## src/rtl/counter_updown_mod.sv

```systemverilog
// ----------------------------------------------------------------------------
// counter_updown_mod
//   Parametrised up/down modulo counter used as the common event/timebase
//   counter for sequencing and timeout logic. Counts in [0, limit_i], where
//   limit_i can change at run time. At the terminal count it either wraps
//   around or saturates (SATURATE). It reports a registered one-cycle wrap
//   pulse and a sticky overflow flag.
//
// Parameters
//   WIDTH    : counter width in bits (>= 2)
//   INIT     : count value after reset
//   SATURATE : 0 = wrap at terminal count, 1 = hold at terminal count
//
// Ports
//   clk        : clock, all state updates on the rising edge
//   rst        : synchronous reset, active low
//   en_i       : count enable, one step per cycle while high
//   dir_i      : 1 = count up, 0 = count down
//   load_i     : parallel load strobe (wins over en_i)
//   load_val_i : value loaded on load_i (not clamped to limit_i)
//   limit_i    : inclusive upper bound of the count range
//   count_o    : registered current count
//   wrap_o     : registered pulse, terminal event on the previous edge
//   ovf_o      : sticky, terminal event since the last reset/load
//   zero_o     : combinational, count_o == 0
//   at_max_o   : combinational, count_o >= limit_i
// ----------------------------------------------------------------------------
module counter_updown_mod #(
    parameter int unsigned      WIDTH    = 4,
    parameter logic [WIDTH-1:0] INIT     = '0,
    parameter bit               SATURATE = 1'b0
) (
    input  logic             clk,
    input  logic             rst,
    input  logic             en_i,
    input  logic             dir_i,
    input  logic             load_i,
    input  logic [WIDTH-1:0] load_val_i,
    input  logic [WIDTH-1:0] limit_i,
    output logic [WIDTH-1:0] count_o,
    output logic             wrap_o,
    output logic             ovf_o,
    output logic             zero_o,
    output logic             at_max_o
);

    localparam logic [WIDTH-1:0] ONE = {{(WIDTH-1){1'b0}}, 1'b1};

    logic [WIDTH-1:0] count_q, count_d;
    logic             wrap_q,  wrap_d;
    logic             ovf_q,   ovf_d;
    logic             term;

    // Up: any count at or above limit is terminal, so an out-of-range value
    // (from a load or a limit that shrank) folds back in on the next step.
    // Down: only zero is terminal; a count above limit steps down normally.
    assign term = dir_i ? (count_q >= limit_i) : (count_q == '0);

    always_comb begin
        count_d = count_q;
        wrap_d  = 1'b0;
        ovf_d   = ovf_q;
        if (load_i) begin
            count_d = load_val_i;
            ovf_d   = 1'b0;
        end else if (en_i) begin
            if (term) begin
                wrap_d = 1'b1;
                ovf_d  = 1'b1;
                if (dir_i) count_d = SATURATE ? limit_i : '0;
                else       count_d = SATURATE ? '0      : limit_i;
            end else begin
                count_d = dir_i ? count_q + ONE : count_q - ONE;
            end
        end
    end

    always_ff @(posedge clk) begin
        if (!rst) begin
            count_q <= INIT;
            wrap_q  <= 1'b0;
            ovf_q   <= 1'b0;
        end else begin
            count_q <= count_d;
            wrap_q  <= wrap_d;
            ovf_q   <= ovf_d;
        end
    end

    assign count_o  = count_q;
    assign wrap_o   = wrap_q;
    assign ovf_o    = ovf_q;
    assign zero_o   = (count_q == '0);
    assign at_max_o = (count_q >= limit_i);

endmodule

```

## config.mk

```make
export PLATFORM = sky130hd
export DESIGN_NAME = counter_updown_mod
export DESIGN_NICKNAME = d
export VERILOG_FILES = /design/src/rtl/counter_updown_mod.sv
export SDC_FILE = /design/constraint.sdc
export NUM_CORES = 1
export LEC_CHECK = 0
export BUFFER_PORTS_ARGS = -buffer_cell sky130_fd_sc_hd__buf_2
export CAP_MARGIN = 20
export CELL_PAD_IN_SITES_DETAIL_PLACEMENT = 0
export CELL_PAD_IN_SITES_GLOBAL_PLACEMENT = 1
export CORE_MARGIN = 2
export CORE_UTILIZATION = 35
export DETAILED_ROUTE_END_ITERATION = 8
export GPL_TIMING_DRIVEN = 0
export PLACE_DENSITY_LB_ADDON = 0.1
export SYNTH_ARGS = -nofsm -noshare
export SYNTH_HDL_FRONTEND = slang
export SYNTH_SLANG_ARGS = --single-unit
export TNS_END_PERCENT = 10
```

## constraint.sdc

```tcl
create_clock -name clk -period 2.1 [get_ports clk]
set_clock_uncertainty 0.05 [all_clocks]
set_input_delay 0.315 -clock clk [delete_from_list [all_inputs] [get_ports clk]]
set_output_delay 0.315 -clock clk [all_outputs]
set_load 0.02 [all_outputs]
```

; ---- After elaboration in Yosys (flattened, before gate mapping)
; Cells that the tools add are included.
[classes]
muxes = 7
reduce_logical = 5
magnitude_cmp = 1
addsub = 2
n_bitwise = 2
[ops]
columns = cell, count
row1 = 2-to-1 mux 4 bit, 5
row2 = adder 4 x 1 -> 4 bit (second input constant), 1
row3 = >= comparator 4 bit, 1
row4 = logical NOT 4 bit, 1
row5 = subtractor 4 x 1 -> 4 bit (second input constant), 1
row6 = OR reduction 3 bit, 1
row7 = 2-to-1 mux 1 bit, 2
row8 = NOT 1 bit, 2
row9 = AND reduction 2 bit, 1
row10 = nonzero test 2 bit, 1
row11 = OR reduction 2 bit, 1
[totals]
word_cells = 20
output_inout_bits = 8
regBits = 6

; ---- Longest topological paths before layout
; Gate-level depths: netlist of the first run.
[logic_depth]
ltp_word = 5
ltp_mapped = 6
depth_no_buf = 6

; ---- Worst setup path before layout of the first run
; OpenSTA, ideal clock, no wires.
[synth_timing]
path_kind = register to register
startpoint = reg count_q[0], in the netlist count_o[0]
endpoint = reg ovf_q, in the netlist ovf_o
t_arrival_ns = 1.854
setup_time_ns = 0.122
setup_slack_ns = 0.074
stages_incl_launch_ff = 7
cell_sequence = dfxtp_1 inv_1 ha_1 nand2b_4 a2111oi_4 nor3_1 o31a_2
[synth_between]
elab_chain_cells = 3
word_cells_on_any_way = 4
classes_between = 1 x order compare / 1 x mux / 2 x reduce/logical
[synth_lines]
columns = element, line_no
row1 = start: declaration, 49  ; logic [WIDTH-1:0] count_q, count_d;
row2 = start signal: assignment, 84  ; count_q <= count_d;
row3 = >= comparator 4 bit / logical NOT 4 bit (equally long branches), 57  ; assign term = dir_i ? (count_q >= limit_i) : (count_q == '0);
row4 = 2-to-1 mux 1 bit *, 57
row5 = AND reduction 2 bit (no source line) *, -
row6 = end signal: assignment, 86  ; ovf_q <= ovf_d;
row7 = end: declaration, 51  ; logic ovf_q, ovf_d;
; Mark *: on every way between the ends. The rest lies on a longest branch, timed or not.
; A chain may end at the register's enable or synchronous reset.

; ---- Worst setup path in the final report of the first run
[layout_timing]
startpoint = reg count_q[1], in the netlist count_o[1]
endpoint = out at_max_o
[layout_between]
elab_chain_cells = 1
[layout_lines]
columns = element, line_no
row1 = >= comparator 4 bit, 94  ; assign at_max_o = (count_q >= limit_i);
row2 = end: declaration, 44  ; output logic at_max_o
; No other way between the ends.

==> results of run 1 <==
## power groups by stage
stage          Combinational [uW]  Clock (uW)  Sequential (uW)
3_5_place_dp                  239           0              149
2_1_floorplan                 165           0              158
4_1_cts                       247         113              148
3_3_place_gp                  237           0              149
6_report                      247         110              147
5_1_grt                       273         120              150
## cell usage in the layout, fill, tap and decap left out, drive strengths merged, types with 2 or more instances in the layout
| master | Yosys | routed |
|---|---|---|
| nand2b | 2 | 2 |
| ha | 6 | 6 |
| dfxtp | 6 | 6 |
| clkbuf | 1 | 4 |
| o21ai | 7 | 7 |
| nor2 | 5 | 5 |
| nor3 | 3 | 3 |
| inv | 8 | 8 |
| nand2 | 2 | 2 |
| o211ai | 3 | 3 |
| o311ai | 4 | 4 |
| a221oi | 2 | 2 |
| buf | 1 | 20 |
| a211oi | 3 | 3 |
## critical path, cell delays in order, from the launching register on
cell and delay (ns):
dfxtp_1 0.47, ha_1 0.32, a2111oi_4 0.37, nor2_1 0.08, buf_2 0.16
## routing by layer
metal	vias to the layer above	global-route usage (%)
met3	0	7.143
met5	-	0
met1	266	22.65
li1	312	-
met4	0	1.765
met2	15	23.66
## state kept, by name, summed over array words and instances, names as in the netlist
name	cells
count_o	4
ovf_o	1
wrap_o	1
## stage by stage
stage | instance area (um2) | total power, uW | setup TNS [ns] | hold slack, ns | instances
floorplan | 608.1 | 323.1 | 0 | 0.4033 | 68
global placement | 719.4 | 386.8 | 0 | 0.4400 | 103
detailed placement | 719.4 | 387.8 | 0 | 0.4461 | 103
CTS | 750.7 | 507.7 | 0 | 0.2944 | 107
global route | 753.2 | 543.6 | -0.01750 | 0.3152 | 107
finish | 753.2 | 503.1 | 0 | 0.2927 | 107
## cell families (layout without fill, tap and decap cells)
kind of cell	Yosys count	count (layout)	share of synthesized area [%]
adders and majority gates	7	7	15.64
and+or+nand+nor	14	14	13.17
AOI/OAI and AO/OA	29	29	42.80
xor gates and xnor gates	1	1	1.441
DFF	6	6	19.75
buffers and inverters	11	33	7.200
## area by class of cell
cell class                 instances  area share [%]
multi-input combinational         51           58.97
sequential                         6           16.45
timing repair buffer              19           12.96
inverter                           9           4.651
clock buffer                       3           2.990
tap                               17           2.824
buffer                             2           1.163
## how the worst max path moves through the flow
stage               start    endpoint  slack (ns)  depth (start not counted)
5_1_grt        count_o[1]  count_o[3]       -0.02                          5
3_5_place_dp   count_o[0]       ovf_o        0.02                          6
2_1_floorplan  count_o[0]       ovf_o        0.07                          6
3_3_place_gp   count_o[0]       ovf_o        0.01                          6
6_report       count_o[1]    at_max_o        0.08                          4
4_1_cts        count_o[0]    at_max_o        0.06                          6
## what timing repair did
item | in CTS | in global routing
cloned | 0 | 0
pin swaps | 1 | 0
buffers inserted | 1 | 0
gates resized for setup | 1 | 1
setup endpoints to repair | 2 | 2
==> impl_metrics.py, run 1 <==
metrics = {
    "setup_path": {
        "rr_endpoint": "ovf_o",
        "cp.arrival_ns": 1.66,
        "ff2ff_path_depth": 5,
        "critPathKind": "flop to primary output",
        "start_kind": "flop",
        "r2r_slack_ns": 0.17,
        "endpoint_kind": "primary output",
        "critPathMaxFanout": 7,
        "r2r-start": "count_o[1]",
        "cp.required_ns": 1.74,
    },
    "layout": {
        "syn_to_final_growth_pct": 23.87,
        "post-route-util_pct": 45.09,
        "drive_gt1_share_pct": 38.89,
        "seq_area_um2": 123.9,
        "nNetsFinal": 112,
        "num-fill-cells": 179,
        "multiInputGateArea_um2": 444.2,
        "num_antenna_cells": 0,
    },
    "detailed_routing": {
        "vias": 593,
        "dr.pass1.iters": 2,
        "wl_per_cell_um": 13.79,
        "drt-met1-wl_um": 745,
        "drt_first_iter_violations": 2,
        "drc": 0,
        "viasPerCell": 5.542,
        "met2_length_um": 643,
        "wl_mm": 1.475,
        "highest_layer": "met3",
        "wl_met3_um": 85,
        "antenna_left": 0,
    },
    "logic_synthesis": {
        "syn_avg_cell_area_um2": 8.942,
        "syn_inst": 68,
        "ys.flop_type": "dfxtp_1",
        "netlist.area_leader.share_pct": 19.75,
        "synth_area_leaders": "dfxtp_1 20%, ha_1 12%, o21ai_0 5.8%",
        "ys_ff_latch": 6,
        "synthDistinctLibCells": 33,
        "async_flop_share_pct": 0,
        "synth.net_count": 88,
        "synth_top_cells_by_count": "8 x inv_1, 7 x o21ai_0, 6 x dfxtp_1, 6 x ha_1",
        "syn_area_um2": 608.1,
        "synth_top_area_cell": "dfxtp_1",
        "synth_edf_count": 0,
        "yosysMostFrequentCell": "inv_1",
        "ys_seq_area_share_pct": 19.75,
        "yosys_warnings": 0,
    },
    "cts": {
        "clock-sinks": 6,
        "clkSlewWorstSetupHoldPaths_ns": 0.05,
        "clock_latency_ns": 0.25,
        "ctsHoldBuffers": 0,
        "cts_max_path_buffers": 2,
        "cts_buffers": 3,
        "cts_tree": "built",
        "root_buffer": "clkbuf_4",
        "cts_htree_levels": 1,
    },
    "hold_path": {
        "hold_path.class": "primary input to flop",
        "holdPathStages": 3,
        "hold_start": "limit_i[0]",
        "hold_end": "count_o[0]",
    },
    "floorplan": {
        "rows": 15,
        "core_area_mm2": 0.001670,
        "fp.dieW_um": 45.68,
        "die_h_um": 45.68,
        "die_area_mm2": 0.002087,
        "start_util_pct": 36.40,
        "num_io_pins": 21,
    },
    "placement": {
        "gp_congestion": 0.7490,
        "port_buffers": 18,
        "dp_hpwl_mm": 1.151,
        "pre_cts_slack_ns": 0.01811,
    },
    "timing": {
        "rsz0062_at_grt": "true",
        "fmaxAchievable_mhz": 494.9,
        "slew_viol_final": 0,
        "layout_setup_ws_ns": 0.07922,
        "fin_crit_ns": 2.021,
        "max_slew_margin_pct": 63.75,
        "setup_violations": 0,
        "tightest_slew_ns": 0.5404,
        "hold_violations": 0,
        "period_share_pct": 96.23,
    },
    "grt": {
        "grt.total_usage_pct": 16.22,
        "grt-ovfl-total": 0,
        "grt_max_degree": 10,
        "antenna_found_initial": 0,
        "first_global_vias": 521,
        "grt_pass1_wl_mm": 2.325,
    },
    "pwr": {
        "power_frac_clock_pct": 21.8,
        "switching_share_pct": 40.79,
        "p_int_uw": 297.9,
        "total_leakage_power_uw": 0.0003584,
        "power_frac_comb_pct": 49.0,
        "power.density_mw_per_mm2": 667.9,
        "switching_power_uw": 205.2,
        "vdd_ir_drop_max_uv": 311.2,
        "pwr-share-seq_pct": 29.2,
    },
    "job": {
        "maxCapViolations": 0,
    },
    "run_status": {
        "run_status": "completed",
    },
}
No activity file was read; power rests on OpenSTA's default activity.
==> inputs of run 2 (changes only) <==
==> constraint.sdc (replaced) <==
create_clock -name clk -period 1.9 [get_ports clk]
set_clock_uncertainty 0.05 [all_clocks]
set_input_delay 0.285 -clock clk [delete_from_list [all_inputs] [get_ports clk]]
set_output_delay 0.285 -clock clk [all_outputs]
set_load 0.02 [all_outputs]
==> run 2 against run 1 <==
- cell count grew 1.9%
- sequential power rose by 9.5%
- final area rose by 6.8%
- clock-buffer cell count grew 1
- clock power increased by 19%
- critical path depth grew 2
- critical endpoint unchanged
- largest power group unchanged
==> impl_metrics.py, run 2 (synthesis gave the netlist of run 1 again) <==
metrics = {
    "run_status": {
        "run_status": "completed",
    },
    "timing": {
        "fin_crit_ns": 1.827,
        "slew_viol_final": 0,
        "setup_violations": 0,
        "fmaxAchievable_mhz": 547.4,
        "whs_ns": 0.2819,
        "rsz0062_at_grt": "true",
        "period_share_pct": 96.15,
        "tightest_slew_ns": 0.5127,
        "max_slew_margin_pct": 65.61,
        "hold_violations": 0,
    },
    "hold_path": {
        "hold_path.class": "primary input to flop",
    },
    "cts": {
        "root_buffer": "clkbuf_4",
        "clkSlewWorstSetupHoldPaths_ns": 0.05,
        "cts_htree_levels": 1,
        "clock-sinks": 6,
        "clock_latency_ns": 0.25,
        "cts_max_path_buffers": 2,
        "cts_tree": "built",
        "cts_buffers": 3,
        "ctsHoldBuffers": 0,
    },
    "setup_path": {
        "crit_path_max_incr_delay_ns": 0.34,
        "cp.arrival_ns": 1.49,
        "critPathMaxFanout": 2,
        "path_cells": "inv_2, ha_4, nand2b_4, a2111oi_4, nor2_1, buf_4",
        "cp.required_ns": 1.56,
        "critPathKind": "flop to primary output",
        "start_kind": "flop",
        "endpoint_kind": "primary output",
        "slowest_stage": "dfxtp_4",
    },
    "grt": {
        "grt.total_usage_pct": 15.93,
        "first_global_vias": 582,
        "antenna_found_initial": 0,
        "grt-ovfl-total": 0,
        "grt_pass1_wl_mm": 2.408,
        "grt_max_degree": 10,
    },
    "floorplan": {
        "die_area_mm2": 0.002087,
        "rows": 15,
        "fp.dieW_um": 45.68,
        "core_area_mm2": 0.001670,
        "num_io_pins": 21,
        "die_h_um": 45.68,
        "start_util_pct": 36.40,
    },
    "detailed_routing": {
        "drc": 0,
        "wl_mm": 1.477,
        "wl_per_cell_um": 13.55,
        "viasPerCell": 5.697,
        "antenna_left": 0,
        "dr.pass1.iters": 3,
        "vias": 621,
        "drt_first_iter_violations": 9,
    },
    "layout": {
        "num-fill-cells": 187,
        "num_antenna_cells": 0,
        "drive_gt1_share_pct": 45.65,
        "syn_to_final_growth_pct": 32.30,
        "layout_commonest_cell": "buf_2",
        "nNetsFinal": 113,
        "post-route-util_pct": 48.16,
        "final_cell_mix": "18 x buf_2, 7 x inv_1, 7 x o21ai_0",
        "largest_reg_flops": 4,
    },
    "job": {
        "maxCapViolations": 0,
    },
    "placement": {
        "gp_congestion": 0.6938,
        "dp_hpwl_mm": 1.167,
        "port_buffers": 18,
    },
    "pwr": {
        "power.density_mw_per_mm2": 733.6,
        "vdd_ir_drop_max_uv": 242.4,
        "total_leakage_power_uw": 0.0003671,
    },
}
run 2: layer usage:
metal | track usage (%) | vias to the layer above | part of all wire (%)
met5 | 0 | - | 0
met4 | 3.529 | 0 | 0
met3 | 3.571 | 0 | 3.9
met2 | 27.32 | 13 | 50
met1 | 20.10 | 296 | 46
li1 | - | 312 | -
run 2: worst paths after layout:
check	start	to	slack, ns	cells past startpoint
hold reg to reg	ovf_o	ovf_o	0.46	1
setup / recovery	count_o[0]	at_max_o	0.07	6
setup reg to reg	count_o[1]	count_o[3]	0.13	5
hold / removal	limit_i[0]	count_o[0]	0.28	3
run 2: worst max-delay path: cells and delay by family, from the launching register on:
kind	cells	cell delay (ns)
AOI/OAI and AO/OA	1	0.30
adders and majority gates	1	0.18
buffers and inverters	2	0.22
DFF	1	0.34
and+or+nand+nor	2	0.21
run 2: metrics by stage:
stage,cell area (um2),instances,total power [uW],setup slack (ns),setup TNS (ns)
global placement,723.2,103,428.7,-0.07264,-0.1712
global route,804.5,109,639.7,-0.04423,-0.04423
detailed placement,723.2,103,431.4,-0.1034,-0.2387
floorplan,611.8,68,357.3,0.03884,0
CTS,775.7,109,588.3,0.001826,0
finish,804.5,109,590.2,0.07318,0
run 2: final cells by class:
class	count	area, um2	area share [%]
multi-input cells	51	476.7	59.25
repair buffers	20	107.6	13.37
well taps	17	21.27	2.644
inverters	9	35.03	4.355
plain buffers	2	8.758	1.089
clock buffers	4	26.28	3.266
flip-flops and latches	6	128.9	16.02
run 2: what timing repair did:
action / in CTS / in global routing
cloned: 0 / 0
endpoints found under the setup margin: 5 / 4
resized for setup: 4 / 5
pin swaps: 2 / 0
buffers inserted: 2 / 0
run 2: where the power goes:
group	switching [uW]	internal, uW
sequential	20.0	141
clock	51.5	79.9
combinational	165	133
==> inputs of run 3 (changes only) <==
--- a/config.mk
+++ b/config.mk
@@ -9,7 +9,7 @@
 export CAP_MARGIN = 20
 export CELL_PAD_IN_SITES_DETAIL_PLACEMENT = 0
 export CELL_PAD_IN_SITES_GLOBAL_PLACEMENT = 1
-export CORE_MARGIN = 2
+export CORE_MARGIN = 1.5
 export CORE_UTILIZATION = 35
 export DETAILED_ROUTE_END_ITERATION = 8
 export GPL_TIMING_DRIVEN = 0
==> run 3 against run 2 <==
- the flow now finishes with violations (DRC)
- total power is 0.38% higher
- via count is 0.16% higher
- maximum frequency is 2.1% lower
- sequential power hardly changed
- combinational power hardly changed
- largest power group unchanged
- clock-buffer cell count stayed put
- die area is 4.3% lower
- non-clock buffer count stayed put
- critical path depth is 1 lower
- largest cell class unchanged
- routed wire length is 1.7% higher
- flip-flop and latch count stayed put
- register-to-register slack worse by 0.03 ns
==> impl_metrics.py, run 3 (synthesis gave the netlist of run 1 again) <==
metrics = {
    "layout": {
        "num_antenna_cells": 0,
        "final_cell_mix": "18 x buf_2, 7 x inv_1, 7 x o21ai_0",
        "drive_gt1_share_pct": 45.65,
        "seq_area_um2": 127.6,
        "syn_to_final_growth_pct": 32.72,
        "largest_reg_flops": 4,
        "num-fill-cells": 146,
        "layout_commonest_cell": "buf_2",
        "multiInputGateArea_um2": 481.7,
        "nNetsFinal": 113,
    },
    "floorplan": {
        "die_h_um": 44.68,
        "rows": 14,
        "fp.dieW_um": 44.68,
        "start_util_pct": 39.00,
        "num_io_pins": 21,
        "die_area_mm2": 0.001996,
        "core_area_mm2": 0.001559,
    },
    "hold_path": {
        "hold_end": "count_o[0]",
        "holdPathStages": 3,
        "hold_path.class": "primary input to flop",
        "hold_start": "limit_i[0]",
    },
    "setup_path": {
        "cp.required_ns": 1.56,
        "start_kind": "flop",
        "critPathKind": "flop to primary output",
        "rr_endpoint": "ovf_o",
        "critPathMaxFanout": 6,
        "r2r_slack_ns": 0.10,
        "r2r-start": "count_o[0]",
        "ff2ff_path_depth": 7,
        "cp.arrival_ns": 1.53,
        "endpoint_kind": "primary output",
    },
    "detailed_routing": {
        "dr.pass1.iters": 6,
        "viasPerCell": 5.759,
        "wl_per_cell_um": 13.91,
        "drc": 1,
        "vias": 622,
        "drt_first_iter_violations": 10,
        "wl_mm": 1.502,
        "antenna_left": 0,
    },
    "cts": {
        "clkSlewWorstSetupHoldPaths_ns": 0.06,
        "clock_latency_ns": 0.25,
        "cts_htree_levels": 1,
        "root_buffer": "clkbuf_4",
        "cts_max_path_buffers": 2,
        "cts_buffers": 3,
        "clock-sinks": 6,
        "cts_tree": "built",
    },
    "timing": {
        "slew_viol_final": 0,
        "tightest_slew_ns": 0.4666,
        "fin_tns_setup_ns": 0,
        "fin_crit_ns": 1.865,
        "whs_ns": 0.2754,
        "fmaxAchievable_mhz": 536.1,
        "max_slew_margin_pct": 68.50,
        "rsz0062_at_grt": "true",
        "period_share_pct": 98.17,
        "setup_violations": 0,
        "hold_violations": 0,
        "layout_setup_ws_ns": 0.03484,
    },
    "pwr": {
        "power.density_mw_per_mm2": 734.1,
        "vdd_ir_drop_max_uv": 312.3,
        "total_leakage_power_uw": 0.0003679,
    },
    "grt": {
        "grt.total_usage_pct": 16.68,
        "grt_pass1_wl_mm": 2.470,
        "grt-ovfl-total": 0,
        "antenna_found_initial": 0,
        "first_global_vias": 582,
        "grt_max_degree": 10,
    },
    "placement": {
        "dp_hpwl_mm": 1.138,
        "port_buffers": 18,
        "pre_cts_slack_ns": -0.09780,
        "gp_congestion": 0.7641,
    },
    "job": {
        "maxCapViolations": 0,
    },
    "run_status": {
        "run_status": "finished with violations",
        "failed_checks": "DRC",
    },
}
==> run 3: cell types whose count changed in the layout (fill, tap and decap cells not counted) <==
cell	delta
dfxtp_1	+1
a211oi_2	+1
dfxtp_2	-1
a211oi_1	-1
==> run 3: worst max-delay path by stage <==
| stage | start | to | depth (start not counted) |
|---|---|---|---|
| after floorplan | count_o[0] | ovf_o | 6 |
| after global placement | dir_i | count_o[3] | 7 |
| after detailed placement | dir_i | count_o[3] | 7 |
| after CTS | count_o[1] | at_max_o | 4 |
| after global routing | count_o[0] | at_max_o | 6 |
| final | count_o[2] | at_max_o | 5 |
==> run 3: final cells by class <==
type                       instances  share of cell area, %
sequential                         6                  15.81
tap                               16                  2.481
multi-input combinational         51                  59.69
inverter                           9                  4.341
clock buffer                       4                  3.256
timing repair buffer              20                  13.33
buffer                             2                  1.085
==> run 3: metal layers <==
| metal | wire, um | global-route usage [%] |
|---|---|---|
| met3 | 75 | 6.122 |
| met4 | 0 | 0 |
| met1 | 716 | 20.78 |
| met5 | 0 | 0 |
| met2 | 710 | 28.99 |
==> run 3: metrics by stage <==
stage | cells | area, um2 | utilization (%) | power, uW
after detailed placement | 102 | 721.9 | 46.31 | 429.2
final | 108 | 807.0 | 51.77 | 592.4
after global routing | 108 | 807.0 | 51.77 | 643.3
after CTS | 108 | 787.0 | 50.48 | 590.2
after floorplan | 68 | 611.8 | - | 357.3
after global placement | 102 | 721.9 | 46.31 | 428.0
==> run 3: worst max-delay path, cell delays in order, from the launching register on <==
cell and delay (ns):
dfxtp_1 0.43, ha_1 0.27, o21a_1 0.20, nor2_4 0.15, nor2_1 0.07, buf_4 0.16
==> run 3: where the power goes <==
group	leakage (uW)	switching [uW]	internal, uW	total (uW)
Sequential	0.0000507	20.1	140	160
Clock	0.0000150	52.1	79.9	132
Combinational	0.000302	166	134	300
Total	0.000368	238	354	592
==> run 3: repair_timing <==
| item | 4_1_cts | 5_1_grt |
|---|---|---|
| pin swaps | 3 | 0 |
| hold buffers | 0 | 0 |
| buffers inserted | 2 | 0 |
| endpoints found under the setup margin | 4 | 4 |
| resized for setup | 6 | 3 |
